===== src/rtl/cordic_cpu_pkg.sv =====
// Shared types and instruction-word layout for the CORDIC processor control FSM.
package cordic_cpu_pkg;

  localparam int IR_W   = 14;
  localparam int OPC_HI = 13;
  localparam int OPC_LO = 10;
  localparam int RX_HI  = 9;
  localparam int RX_LO  = 5;
  localparam int RY_HI  = 4;
  localparam int RY_LO  = 0;

  typedef enum logic [3:0] {
    OP_MV  = 4'd0,
    OP_MVI = 4'd1,
    OP_ADD = 4'd2,
    OP_SUB = 4'd3,
    OP_SIN = 4'd4,
    OP_COS = 4'd5
  } opcode_t;

  typedef enum logic [2:0] {
    T0, T1, T2, T3, WAIT, WB, ABORT
  } state_t;

endpackage


===== src/rtl/cordic_cpu_control_onehot_dec5.sv =====
// 5-bit index to one-hot decoder with enable; all outputs 0 when disabled.
module onehot_dec5 #(
  parameter int N = 32
) (
  input  logic [4:0]   idx,
  input  logic         en,
  output logic [N-1:0] onehot
);

  genvar gi;
  generate
    for (gi = 0; gi < N; gi++) begin : g_bit
      assign onehot[gi] = en && (idx == 5'(gi));
    end
  endgenerate

endmodule


===== src/rtl/cordic_cpu_control.sv =====
// Control FSM for the CORDIC processor: fetches an instruction, then sequences
// bus sources, register loads, the ALU and the CORDIC start/done handshake.
module cordic_cpu_control
  import cordic_cpu_pkg::*;
#(
  parameter int TIMEOUT_CYCLES = 64,
  parameter int NREG           = 32
) (
  input  logic            Clock,
  input  logic            Resetn,
  input  logic            Run,
  input  logic [31:0]     DIN,
  input  logic            cordic_done,
  output logic [NREG-1:0] Rout,
  output logic            Gout,
  output logic            DINout,
  output logic            Sinout,
  output logic            Cosout,
  output logic [NREG-1:0] Rin,
  output logic            Ain,
  output logic            Gin,
  output logic            AddSub,
  output logic            IRin,
  output logic            cordic_start,
  output logic            Done,
  output logic            Err
);

  localparam int CW = (TIMEOUT_CYCLES > 2) ? $clog2(TIMEOUT_CYCLES) : 1;
  localparam logic [CW-1:0] CNT_LAST = CW'(TIMEOUT_CYCLES - 1);

  state_t          state;
  logic [IR_W-1:0] ir;
  logic [CW-1:0]   cnt;

  logic [3:0] opcode;
  logic [4:0] rx;
  logic [4:0] ry;

  logic       rout_en;
  logic [4:0] rout_idx;
  logic       rin_en;
  logic [4:0] rin_idx;

  // Upper instruction bits carry no meaning for the controller.
  logic din_unused;
  assign din_unused = ^DIN[31:IR_W];

  assign opcode = ir[OPC_HI:OPC_LO];
  assign rx     = ir[RX_HI:RX_LO];
  assign ry     = ir[RY_HI:RY_LO];

  always_ff @(posedge Clock or negedge Resetn) begin
    if (!Resetn) begin
      state <= T0;
      ir    <= '0;
      cnt   <= '0;
    end else begin
      case (state)
        T0: begin
          if (Run) begin
            ir    <= DIN[IR_W-1:0];
            state <= T1;
          end
        end
        T1: begin
          case (opcode)
            OP_ADD, OP_SUB: state <= T2;
            OP_SIN, OP_COS: begin
              cnt   <= '0;
              state <= WAIT;
            end
            default: state <= T0;
          endcase
        end
        T2: state <= T3;
        // A result arriving on the last allowed cycle still wins over the timeout.
        WAIT: begin
          if (cordic_done)          state <= WB;
          else if (cnt == CNT_LAST) state <= ABORT;
          else                      cnt   <= cnt + 1'b1;
        end
        default: state <= T0;
      endcase
    end
  end

  always_comb begin
    rout_en      = 1'b0;
    rout_idx     = '0;
    rin_en       = 1'b0;
    rin_idx      = '0;
    Gout         = 1'b0;
    DINout       = 1'b0;
    Sinout       = 1'b0;
    Cosout       = 1'b0;
    Ain          = 1'b0;
    Gin          = 1'b0;
    AddSub       = 1'b0;
    IRin         = 1'b0;
    cordic_start = 1'b0;
    Done         = 1'b0;
    Err          = 1'b0;
    case (state)
      T0: IRin = Run && Resetn;
      T1: begin
        case (opcode)
          OP_MV: begin
            rout_en  = 1'b1;
            rout_idx = ry;
            rin_en   = 1'b1;
            rin_idx  = rx;
            Done     = 1'b1;
          end
          OP_MVI: begin
            DINout  = 1'b1;
            rin_en  = 1'b1;
            rin_idx = rx;
            Done    = 1'b1;
          end
          OP_ADD, OP_SUB: begin
            rout_en  = 1'b1;
            rout_idx = rx;
            Ain      = 1'b1;
          end
          OP_SIN, OP_COS: begin
            rout_en      = 1'b1;
            rout_idx     = ry;
            cordic_start = 1'b1;
          end
          default: begin
            Done = 1'b1;
            Err  = 1'b1;
          end
        endcase
      end
      T2: begin
        rout_en  = 1'b1;
        rout_idx = ry;
        Gin      = 1'b1;
        AddSub   = (opcode == OP_SUB);
      end
      T3: begin
        Gout    = 1'b1;
        rin_en  = 1'b1;
        rin_idx = rx;
        Done    = 1'b1;
      end
      WB: begin
        Sinout  = (opcode == OP_SIN);
        Cosout  = (opcode == OP_COS);
        rin_en  = 1'b1;
        rin_idx = rx;
        Done    = 1'b1;
      end
      ABORT: begin
        Done = 1'b1;
        Err  = 1'b1;
      end
      default: ;
    endcase
  end

  onehot_dec5 #(.N(NREG)) u_rout_dec (
    .idx    (rout_idx),
    .en     (rout_en),
    .onehot (Rout)
  );

  onehot_dec5 #(.N(NREG)) u_rin_dec (
    .idx    (rin_idx),
    .en     (rin_en),
    .onehot (Rin)
  );

endmodule


===== config.mk =====
export PLATFORM = sky130hd
export DESIGN_NAME = cordic_cpu_control
export DESIGN_NICKNAME = d
export VERILOG_FILES = /design/src/rtl/cordic_cpu_pkg.sv /design/src/rtl/cordic_cpu_control_onehot_dec5.sv /design/src/rtl/cordic_cpu_control.sv
export SDC_FILE = /design/constraint.sdc
export NUM_CORES = 1
export LEC_CHECK = 0
export BUFFER_PORTS_ARGS = -buffer_cell sky130_fd_sc_hd__clkbuf_2
export CORE_MARGIN = 2
export CORE_UTILIZATION = 40
export DETAILED_ROUTE_END_ITERATION = 10
export GPL_TIMING_DRIVEN = 0
export PLACE_DENSITY = 0.76
export SYNTH_ARGS = -nofsm -noshare
export SYNTH_HDL_FRONTEND = slang
export SYNTH_SLANG_ARGS = --single-unit

===== constraint.sdc =====
create_clock -name Clock -period 2.1 [get_ports Clock]
set_input_delay 0.21 -clock Clock [delete_from_list [all_inputs] [get_ports Clock]]
set_output_delay 0.21 -clock Clock [all_outputs]
set_load 0.005 [all_outputs]

# After elaboration in Yosys (flattened, before gate mapping)
# Index checks and enable logic that the tools add are counted.
[word_totals]
register_bits = 23
input_bits = 36
word_cells = 198
[classes]
n_addsub = 1
n_eq_ne = 79
mux = 33
n_reduce_logical = 82
[op_table]
columns = ["op", "count"]
rows = [
  ["5-bit equality test (second input constant)", 32],
  ["5-bit by 4-bit equality test with 1-bit output (second input constant)", 16],
  ["1-bit logical AND", 65],
  ["5-bit by 3-bit equality test with 1-bit output (second input constant)", 8],
  ["5-bit one-hot mux with 2 select lines", 3],
  ["5-bit by 2-bit equality test with 1-bit output (second input constant)", 4],
  ["6-bit 2-to-1 mux", 3],
  ["1-bit 2-to-1 mux", 16],
  ["3-bit one-hot mux with 4 select lines", 1],
  ["6-bit one-hot mux with 2 select lines", 1],
  ["5-bit by 1-bit equality test with 1-bit output (second input constant)", 2],
  ["5-bit zero test", 2],
  ["3-bit equality test (second input constant)", 3],
  ["3-bit 2-to-1 mux", 3],
  ["4-bit by 2-bit equality test with 1-bit output (second input constant)", 2],
  ["4-bit by 3-bit equality test with 1-bit output (second input constant)", 2],
  ["1-bit one-hot mux with 2 select lines", 4],
  ["2-bit OR reduction", 4],
  ["6-bit by 1-bit adder with 6-bit output (second input constant)", 1],
  ["3-bit by 2-bit equality test with 1-bit output (second input constant)", 2],
  ["6-bit equality test (second input constant)", 1],
  ["2-bit inequality test (second input constant)", 3],
  ["3-bit one-hot mux with 2 select lines", 1],
  ["3-bit OR reduction", 2],
  ["13 further kinds", 14],
]

# Longest topological paths before layout
[depth]
depth_word = 6
mapped_depth = 7
ltp_nobuf = 6

# Cells and area by module
# From an unflattened synthesis, not the netlist that was laid out.
[unflattened]
cells_unflattened = 219
area_unflattened_um2 = 1801.7
[by_module_without_submodules]
columns = ["module", "instances", "cells_each", "area_each_um2"]
rows = [
  ["cordic_cpu_control", 1, 125, 1333.8],
  ["onehot_dec5", 2, 47, 234.0],
]

# Least setup slack after synthesis
# No wires, ideal clock.
[synth_timing]
kind = "register to output"
start = "register state[1]"
end = "output Rout[5]"
t_arrival_ns = 1.724
required_time_ns = 1.890
slack_ns = 0.166
path_stages_with_launch = 7
cell_sequence = "dfrtp_1 > nor4b_2 > a21oi_2 > o211ai_2 > a21o_1 > buf_2 > nor3_1"
[synth_between]
elab_chain_len = 4
word_cells_on_any_way = 6
cone_classes = "3 x eq/ne; 2 x mux; 1 x reduce/logical"
[synth_lines]
columns = ["element", "line_no", "rtl"]
rows = [
  ["from (decl)", "cordic_cpu_control.sv:32", "state_t state;"],
  ["from (signal assigned)", "cordic_cpu_control.sv:55", "state <= T0;"],
  ["from (signal assigned)", "cordic_cpu_control.sv:63", "state <= T1;"],
  ["from (signal assigned)", "cordic_cpu_control.sv:68", "OP_ADD, OP_SUB: state <= T2;"],
  ["3-bit by 2-bit equality test with 1-bit output or 3-bit by 1-bit equality test with 1-bit output (tied branches)", "cordic_cpu_control.sv:104", "case (state)"],
  ["5-bit one-hot mux with 2 select lines", "cordic_cpu_control.sv:104", ""],
  ["5-bit by 3-bit equality test with 1-bit output", "cordic_cpu_control_onehot_dec5.sv:13", "assign onehot[gi] = en && (idx == 5'(gi));"],
  ["1-bit logical AND (*)", "cordic_cpu_control_onehot_dec5.sv:13", ""],
  ["to (decl)", "cordic_cpu_control.sv:14", "output logic [NREG-1:0] Rout,"],
]
# Mark *: on every way between the ends. The rest lies on a longest branch, timed or not.

# Worst setup path in the final report
[layout_timing]
start = "register state[1]"
end = "output Rout[11]"
[layout_between]
elab_chain_len = 4
word_cells_on_any_way = 6
cone_classes = "3 x eq/ne; 2 x mux; 1 x reduce/logical"
[layout_lines]
columns = ["element", "line_no"]
rows = [
  ["3-bit by 2-bit equality test with 1-bit output or 3-bit by 1-bit equality test with 1-bit output (tied branches)", "cordic_cpu_control.sv:104"],
  ["5-bit one-hot mux with 2 select lines", "cordic_cpu_control.sv:104"],
  ["5-bit by 4-bit equality test with 1-bit output", "cordic_cpu_control_onehot_dec5.sv:13"],
  ["1-bit logical AND (*)", "cordic_cpu_control_onehot_dec5.sv:13"],
]
# Marks and branches as above.

==> metrics list <==
- Cell count after synthesis: 237
* End point of the critical path: Rout[11]
- CTS tree: done
- The count of nets left with antenna violations once routing finished came out at 0.
* Worst Hold Slack: 141 ps
* TritonCTS Sinks: 23
- Largest stage delay on the critical path: 450 ps
- Worst vdd rail ir drop: 0.690 mV
- Clk pin slew, worst setup/hold paths: 90 ps
- Wire length of the first global-routing pass: 9510 um
- Maximum fanout encountered on the critical timing path: 5
- Gpl congestion: 0.856
- Post-detailed-route via-to-cell ratio: 5.57
- Worst-margin pin slew: 607 ps
- Initial core utilization: 41.0%
* RSZ-0062 raised after global routing: yes
* Most Frequent Cell on Critical Path: sky130_fd_sc_hd__buf_6
- Failing checks: setup timing
- The number of global-route vias before repair came to 2028.
* Power per cell area: 1130 nW/um^2
- In this run the mean area of a mapped cell was 7.43 sq um.
* Total number of placement rows: 24
* R2R cell count: 7
- Number of nets in the finished design: 399
- The total area inside the core boundary comes to 4290 sq um.
- 111 I/O pins were placed.
- Launch point of the critical path: state[1]
- Antenna diode count: 0
* Data arrival time of the worst path: 2190 ps
* Biggest area contributors in the synthesized netlist: sky130_fd_sc_hd__dfrtp_1 (33%), sky130_fd_sc_hd__nor2_1 (12%), sky130_fd_sc_hd__nand3_1 (5.7%)
- Count of buffers from port buffering: 92
- Clk buf depth: 2
- Share of post-route cells with drive strength above 1: 62.0%
* Leakage power summed over all cells: 1.38 nW
* Share of the synthesized area in the top cell type: 32.7%
* Vertical die dimension: 70.4 um
- Syn-to-layout area delta: 74.1%
- sky130_fd_sc_hd__dfrtp_1 takes more of the synthesized area than any other cell.
- In the final routed layout, each cell accounts on average for 15.6 um.
* Vias after detailed routing: 2301
- Status: complete, but fails checks
- Standard cell with the maximum stage delay on the critical path: sky130_fd_sc_hd__dfrtp_2
* Max Freq: 417 MHz
- HPWL after detailed placement: 3840 um
* Max-slew violation count: 0
- Worst-case setup margin in the final layout: -300 ps
- Number of synthesized flops with an enable pin: 0
* Total number of yosys warnings: 0
- Entering global routing, the biggest net connects 25 pins.
- The worst setup path is launched from a flip-flop.
* Fraction of the cycle the final worst path needs: 114%
- Async SR Flop Fraction: 100%
* Die Area: 4950 sq um
- For the worst setup path, the data required time is 1890 ps.
- Maximum level of the CTS H-tree: 1
- Counting the fill cells in the layout gives 321.
* Post-synth design cell area: 1760 sq um
* First DRT Iteration DRCs: 164
- Worst setup EP type: primary output
- Hold Vio Cnt, Final: 0
- In this run, CTS created clock tree buffers numbering 3.
- Reg-to-Reg End: cnt[5]
* Category of the critical setup timing path: flip-flop to primary output
* Post-Route WL: 6450 um
- The startpoint identified for the worst register-to-register timing path is state[1].
- Class of the most critical hold timing path: input pin to flip-flop
- Syn Nets: 274
* Max-cap viol count: 0
* Launch point of the worst hold path: DIN[10]
* Number of antenna violations at the first check in global routing: 0
- For the finished layout, the period the worst path requires is 2400 ps.
- Synthesis inferred 23 register bits.
- In this run the horizontal extent of the chip is 70.4 um.
* Post-synth top flop: sky130_fd_sc_hd__dfrtp_1
* Aggregate global-route resource usage: 23.0%
* Cell chain of the critical path: nor4b_4, buf_6, buf_6, nand3_2, o211ai_1, buf_4, nand2_4, nor3_2, clkbuf_2
- Sequential element share of the synthesized area: 32.7%
* Number of unique standard cell types used by synthesis: 46
* Total iterations of the first detailed-routing run: 4
- Final Power: 3.48 mW
* Final setup fails: 64
- Clock tree skew after final layout: 5.96 ps
* DR DRC count: 0
* Post-Place Cells: 381
- The count of cells in the finished layout, fillers not included, comes to 413.
- Before CTS, the worst setup slack after placement is -229 ps.
- The clock reaches the later pin of the worst-skew pair after 270 ps.
- Worst max-slew margin expressed relative to the limit: 59.6%
* Grt total ovfl: 0
- Setup slack on the worst reg-to-reg path comes out at 80 ps.
* Root buffer selected by CTS: sky130_fd_sc_hd__clkbuf_8
- Aggregate negative setup slack: -10680 ps
metrics by stage:
step | cell area (sq um) | util [%]
after floorplan | 1760 | -
after global placement | 2290 | 53.3
after detailed placement | 2290 | 53.3
after CTS | 2700 | 62.8
after global routing | 3070 | 71.4
final | 3070 | 71.4
synth_stat cells, types with 5 or more instances:
cell type / count
sky130_fd_sc_hd__o21ai_0: 11
sky130_fd_sc_hd__a21oi_1: 6
sky130_fd_sc_hd__o211ai_1: 5
sky130_fd_sc_hd__mux2_2: 8
sky130_fd_sc_hd__clkbuf_1: 6
sky130_fd_sc_hd__nand3b_1: 5
sky130_fd_sc_hd__dfrtp_1: 23
sky130_fd_sc_hd__nand3_1: 20
sky130_fd_sc_hd__nor2_1: 57
sky130_fd_sc_hd__nand2_1: 22
sky130_fd_sc_hd__nor3_1: 18
sky130_fd_sc_hd__inv_1: 9
critical path: cells and delay by family (launching register included):
family	cells	cell delay [ps]
AO/OA/AOI/OAI	1	120
buffers and inverters	4	650
flip-flops	1	450
AND/OR/NAND/NOR	4	680
registers in the layout, summed over array words and instances, names as in the netlist:
register and cells:
state 3, cnt 6, ir 14
layout make-up:
cell class	instances	area, sq um	area share (%)
Inverter	9	33.8	1.10
Multi-Input combinational cell	195	1550	50.4
Sequential cell	23	583	19.0
Clock buffer	4	45.0	1.47
Buffer	9	85.1	2.77
Timing Repair Buffer	121	711	23.2
Tap cell	52	65.1	2.12
cells by family after synthesis:
family / Yosys count / synth area share (%)
AOI/OAI and AO/OA: 39 / 16.0
xor gates and xnor gates: 3 / 1.49
adders and majority gates: 1 / 0.710
buffers and inverters: 20 / 4.97
DFF: 23 / 32.7
muxes: 9 / 5.68
and+or+nand+nor: 142 / 38.5
worst min-delay path by stage:
| stage | slack (ps) | cells past startpoint | to |
|---|---|---|---|
| 6_report | 140 | 3 | ir[10] |
| 5_1_grt | 160 | 2 | ir[12] |
| 4_1_cts | 140 | 3 | ir[3] |
| 3_5_place_dp | 240 | 1 | cnt[3] |
| 3_3_place_gp | 240 | 1 | cnt[3] |
| 2_1_floorplan | -90 | 0 | cnt[0] |
report_power, final:
part | internal [mW] | total [mW] | switching, mW
registers | 0.643 | 0.948 | 0.305
logic | 0.981 | 2.24 | 1.26
clock network | 0.136 | 0.285 | 0.149
total | 1.76 | 3.48 | 1.72
layer usage:
metal	track usage, %	up-vias	share of wire (%)
met5	0	-	0
met4	4.70	0	1.7
met3	2.74	9	5.9
met2	39.4	102	50
met1	31.0	1105	42
li1	-	1085	-
cells in the final DEF, fill, tap and decap left out, types with 4 or more instances in the layout:
master                      n
sky130_fd_sc_hd__clkbuf_2  55
sky130_fd_sc_hd__nor2_1    43
sky130_fd_sc_hd__buf_2     39
sky130_fd_sc_hd__buf_4     20
sky130_fd_sc_hd__dfrtp_1   17
sky130_fd_sc_hd__nor3_2    15
sky130_fd_sc_hd__nor2_2    13
sky130_fd_sc_hd__nand2_1   12
sky130_fd_sc_hd__o21ai_0   11
sky130_fd_sc_hd__buf_6     10
sky130_fd_sc_hd__nand3_2    9
sky130_fd_sc_hd__mux2_2     8
sky130_fd_sc_hd__inv_1      7
sky130_fd_sc_hd__nand2_2    6
sky130_fd_sc_hd__a21oi_1    6
sky130_fd_sc_hd__nand3_4    6
sky130_fd_sc_hd__dfrtp_2    6
sky130_fd_sc_hd__o211ai_1   5
sky130_fd_sc_hd__nand3b_1   5
sky130_fd_sc_hd__nand3_1    5
sky130_fd_sc_hd__nand2_4    4
repair_timing:
action / CTS / global route
setup buffers: 10 / 16
cloned: 2 / 1
pin swaps: 21 / 27
hold buffers: 1 / 0
endpoints found under the hold margin: 23 / 0
gates resized for setup: 63 / 106
setup endpoints to repair: 67 / 69
(Power assumes the default switching activity.)
